`src/rtl/serial_det_sched.sv`:
```
// rtl/serial_det_sched.sv - round-robin scheduler sharing one serial sequence detector
// Captures a word from the granted requester, clears the detector, shifts the word MSB-first and counts hits.
module serial_det_sched #(
  parameter int NREQ  = 4,
  parameter int WIDTH = 8,
  parameter int IDW   = $clog2(NREQ),
  parameter int CW    = $clog2(WIDTH + 1)
) (
  input  logic                  clock,
  input  logic                  reset,
  input  logic [NREQ-1:0]       req,
  input  logic [NREQ*WIDTH-1:0] data,
  output logic [NREQ-1:0]       gnt,
  output logic                  det_x,
  output logic                  det_rst_n,
  input  logic                  det_y,
  output logic                  busy,
  output logic                  done,
  output logic [IDW-1:0]        done_id,
  output logic [CW-1:0]         hit_count,
  output logic                  last_y
);

  localparam int SW = $clog2(WIDTH);

  typedef enum logic [2:0] {
    ST_IDLE,
    ST_CLR,
    ST_SHIFT,
    ST_DRAIN,
    ST_DONE
  } state_t;

  state_t           state;
  state_t           state_nx;
  logic [IDW-1:0]   ptr;
  logic [IDW-1:0]   idx;
  logic [IDW-1:0]   sel;
  logic [IDW-1:0]   cand;
  logic             found;
  logic [WIDTH-1:0] word;
  logic [WIDTH-1:0] sel_word;
  logic [SW-1:0]    bit_s;
  logic [SW-1:0]    bit_nx;
  logic [CW-1:0]    cnt;

  logic [NREQ-1:0]  gnt_d;
  logic             det_x_d;
  logic             det_rst_n_d;
  logic             busy_d;
  logic             done_d;
  logic [IDW-1:0]   done_id_d;
  logic [CW-1:0]    hit_count_d;
  logic             last_y_d;

  // First set request at or after ptr, searching upward with wrap.
  always_comb begin
    sel   = '0;
    cand  = '0;
    found = 1'b0;
    for (int k = 0; k < NREQ; k++) begin
      cand = IDW'((int'(ptr) + k) % NREQ);
      if (!found && req[cand]) begin
        sel   = cand;
        found = 1'b1;
      end
    end
  end

  always_comb begin
    sel_word = '0;
    for (int i = 0; i < NREQ; i++) begin
      if (sel == IDW'(i)) begin
        sel_word = data[i*WIDTH +: WIDTH];
      end
    end
  end

  always_ff @(posedge clock or negedge reset) begin
    if (!reset) begin
      state <= ST_IDLE;
    end else begin
      state <= state_nx;
    end
  end

  always_comb begin
    state_nx = state;
    case (state)
      ST_IDLE:  if (found) state_nx = ST_CLR;
      ST_CLR:   state_nx = ST_SHIFT;
      ST_SHIFT: if (bit_s == SW'(WIDTH - 1)) state_nx = ST_DRAIN;
      ST_DRAIN: state_nx = ST_DONE;
      ST_DONE:  state_nx = ST_IDLE;
      default:  state_nx = ST_IDLE;
    endcase
  end

  assign bit_nx = (state == ST_SHIFT) ? bit_s + 1'b1 : '0;

  // Outputs are computed from the upcoming state so every port comes straight from a flop.
  always_comb begin
    gnt_d       = '0;
    det_x_d     = 1'b0;
    det_rst_n_d = 1'b1;
    busy_d      = (state_nx != ST_IDLE);
    done_d      = (state_nx == ST_DONE);
    done_id_d   = done_id;
    hit_count_d = hit_count;
    last_y_d    = last_y;
    if (state_nx == ST_CLR) begin
      gnt_d[sel]  = 1'b1;
      det_rst_n_d = 1'b0;
    end
    if (state_nx == ST_SHIFT) begin
      det_x_d = word[SW'(WIDTH - 1) - bit_nx];
    end
    if (state_nx == ST_DONE) begin
      done_id_d   = idx;
      hit_count_d = cnt + CW'(det_y);
      last_y_d    = det_y;
    end
  end

  always_ff @(posedge clock or negedge reset) begin
    if (!reset) begin
      ptr   <= '0;
      idx   <= '0;
      word  <= '0;
      bit_s <= '0;
      cnt   <= '0;
    end else begin
      if (state == ST_IDLE && found) begin
        word <= sel_word;
        idx  <= sel;
        ptr  <= (sel == IDW'(NREQ - 1)) ? '0 : sel + 1'b1;
      end
      bit_s <= bit_nx;
      // The sample at the end of shift bit 0 precedes any detector response and is skipped.
      if (state == ST_CLR) begin
        cnt <= '0;
      end else if (state == ST_SHIFT && bit_s != '0) begin
        cnt <= cnt + CW'(det_y);
      end
    end
  end

  always_ff @(posedge clock or negedge reset) begin
    if (!reset) begin
      gnt       <= '0;
      det_x     <= 1'b0;
      det_rst_n <= 1'b0;
      busy      <= 1'b0;
      done      <= 1'b0;
      done_id   <= '0;
      hit_count <= '0;
      last_y    <= 1'b0;
    end else begin
      gnt       <= gnt_d;
      det_x     <= det_x_d;
      det_rst_n <= det_rst_n_d;
      busy      <= busy_d;
      done      <= done_d;
      done_id   <= done_id_d;
      hit_count <= hit_count_d;
      last_y    <= last_y_d;
    end
  end

endmodule

```
`config.mk`:
```
export PLATFORM = sky130hd
export DESIGN_NAME = serial_det_sched
export DESIGN_NICKNAME = d
export VERILOG_FILES = /design/src/rtl/serial_det_sched.sv
export SDC_FILE = /design/constraint.sdc
export NUM_CORES = 1
export LEC_CHECK = 0
export CORE_UTILIZATION = 35
export DETAILED_ROUTE_END_ITERATION = 6
export SKIP_CTS_REPAIR_TIMING = 1
export SYNTH_ARGS = -nofsm -noshare
export SYNTH_HDL_FRONTEND = slang
export SYNTH_SLANG_ARGS = --single-unit
```
`constraint.sdc`:
```
create_clock -name clock -period 4.2 [get_ports clock]
set_input_delay 1.26 -clock clock [delete_from_list [all_inputs] [get_ports clock]]
set_output_delay 1.26 -clock clock [all_outputs]
set_load 0.05 [all_outputs]
```
==> flow_summary.toml <==
[clocking]
clk_pin_slew_ns = 0.07
cts_tree = "done"
clk_latency_ns = 0.29
cts.htree.levels = 2
cts_max_path_buffers = 2
numCtsBuffers = 5
clock_sinks = 37
ctsRootBufferMaster = "clkbuf_8"

[die]
dieArea_mm2 = 0.00580
die_x_um = 76.1
rows = 26
boundaryPins = 54
initial_core_util_pct = 36.9
core_mm2 = 0.00520
die_y_um = 76.1

[grt]
grt.overflow.total = 0
use_met3_pct = 4.43
grt.busiest_layer = "met2"
first_global_vias = 1512
antenna_found_initial = 0
met1_usage_pct = 17.8
grt_start_max_net_pins = 38
grt_pass1_wl_mm = 6.73
grtUsageMet2_pct = 23.7
grt_use_total_pct = 14.5

[synthesis]
synthTopCellsByArea = "dfrtp_1 48%, ha_1 5.9%, nand2_1 5.9%"
synth_top_area_share_pct = 48.1
yosys.area.top_type = "dfrtp_1"
synth_warnings = 0
ys_seq_elements = 37
synth_nets = 244
synth-edff-count = 0
synth_ff_type = "dfrtp_1"
avgSynthCellArea_um2 = 9.81
syn_inst = 196
yosysUniqueCellTypes = 42
synth_commonest_cells = "37 x dfrtp_1, 30 x nand2_1, 16 x nor2_1"
synth_most_common_cell = "dfrtp_1"
yosysSeqAreaShare_pct = 48.1
syn-cell-area_mm2 = 0.00192
async_flop_share_pct = 100

[critical_path]
crit_top_cell = "nand2b_1"
crit_family = "compound AO/OA/AOI/OAI gates"
critPathRequiredTime_ns = 4.32
worstPathArrival_ns = 3.60
crit_fanout = 7
cp-end-kind = "flop"
cp_slowest_cell = "clkdlybuf4s50_1"
crit_chain = "clkdlybuf4s50_1 -> nand2b_1 -> a21oi_1 -> a311oi_1 -> nand2b_1 -> ha_1 -> nor2b_1 -> buf_4 -> a221oi_1 -> a211o_1 -> a31oi_1"
cp.buffers_inverters = 2
worstSetupPathType = "primary input to flop"
max_stage_delay_ns = 0.53
critPathLaunchType = "primary input"

[timing]
setup_viol = 0
holdWs_ns = 0.470
clock.fmax_ghz = 0.287
slew_viol_final = 0
finalSetupTns_ns = 0
period_minus_slack_ns = 3.48
rsz0062_at_grt = "false"
slew_headroom_pct = 45.8
final.period_utilization_pct = 82.9
fin_ws_ns = 0.720
finalHoldViolations = 0
worst_pin_slew_ns = 0.813
finClkSkew_ns = 0.00774

[route]
post_drt_wl_per_cell_um = 11.8
wl_mm = 3.78
drc = 0
avgViaCountPerCell = 4.78
ant_nets = 0
dr.pass1.iters = 4
drt_iter0_markers = 80
num_vias = 1535

[run_status]
status = "complete, no violations"

[job]
cap_violations = 0

[finish]
fin_util_pct = 51.1
nets = 298
area_growth_pct = 38.3
diodes = 0
drive_above_1_share_pct = 9.16

[placement]
place_ws_ns = 0.456
gp_congestion = 0.799
portBuffers = 53
dp_hpwl_mm = 2.85

[power]
peakVddDrop_mv = 0.313
power_density_mw_per_mm2 = 731
leakagePower_uw = 0.00122

[worst_hold_path]
min_path_type = "flop to flop"
==> stage by stage <==
stage | cell area (µm²) | std cells | power [µW]
6_report | 2660 | 321 | 1940
5_1_grt | 2660 | 321 | 2090
4_1_cts | 2660 | 321 | 1970
3_5_place_dp | 2530 | 313 | 1600
3_3_place_gp | 2530 | 313 | 1590
2_1_floorplan | 1920 | 196 | 1320
==> cells in the final DEF, fill, tap and decap left out, drive strengths merged <==
master / instances
clkdlybuf4s50: 52
dfrtp: 37
nand2: 30
nor2: 16
inv: 15
ha: 9
a21oi: 8
nand2b: 7
a221oi: 7
a211o: 7
a31oi: 7
and2: 6
buf: 6
o21ai: 5
clkbuf: 5
mux2i: 3
mux2: 3
nor2b: 2
xor2: 2
bufinv: 2
nor4: 2
nor3b: 2
or3b: 2
o2bb2ai: 1
o22a: 1
a311oi: 1
or2: 1
mux4: 1
or4: 1
o311a: 1
a211oi: 1
a21o: 1
a32o: 1
nand3: 1
nand3b: 1
xnor2: 1
a22oi: 1
o211ai: 1
clkinv: 1
==> final timing paths <==
check	start	end	slack, ns	depth (start not counted)
setup / recovery	req[3]	word[2]	0.72	11
hold / removal	idx[1]	done_id[1]	0.47	2
setup reg to reg	ptr[1]	word[2]	1.76	9
hold reg to reg	idx[1]	done_id[1]	0.47	2
max in group asynchronous	reset	det_x	2.62	1
min in group asynchronous	reset	done	1.06	1
==> sequential cells by signal, indices dropped and copies added (netlist names), 2 cells and up <==
signal / count
idx: 2
hit_count: 4
ptr: 2
gnt: 4
bit_s: 3
cnt: 4
word: 8
done_id: 2
state: 3
==> worst reg2reg max path, stage by stage, from the launching register on <==
cell and delay [ns]:
dfrtp_1 0.43, nand2b_1 0.18, a311oi_1 0.49, nand2b_1 0.16, ha_1 0.26, nor2b_1 0.14, buf_4 0.15, a221oi_1 0.25
a211o_1 0.14, a31oi_1 0.08
==> logic make-up after synthesis <==
logic type,Yosys count,synth area share [%]
adder cells (fa/ha/maj),9,5.86
AO/OA/AOI/OAI,43,16.0
flip-flops,37,48.1
multiplexers,7,4.49
AND/OR/NAND/NOR,71,18.3
XOR/XNOR,3,1.37
buffers and inverters,26,5.86
==> report_power, final <==
part	switching [µW]	leakage, µW	internal (µW)
Combinational	553	0.000682	430
Sequential	100	0.000465	499
Clock	126	0.0000681	236
Total	779	0.00122	1160
==> cell type report <==
cell class	count	area (µm²)
Tap cell	70	87.6
Clock buffer	5	68.8
Clock inverter	3	65.1
Timing Repair Buffer	58	563
Fill cell	491	2540
Sequential cell	37	926
Inverter	15	56.3
Multi-Input combinational cell	133	893
==> per-layer routing <==
layer	wire (µm)	vias up
met5	0	-
met4	66	0
met3	232	7
met2	1660	53
met1	1820	685
li1	-	790
Note: power is estimated with default switching activity, not from simulation.
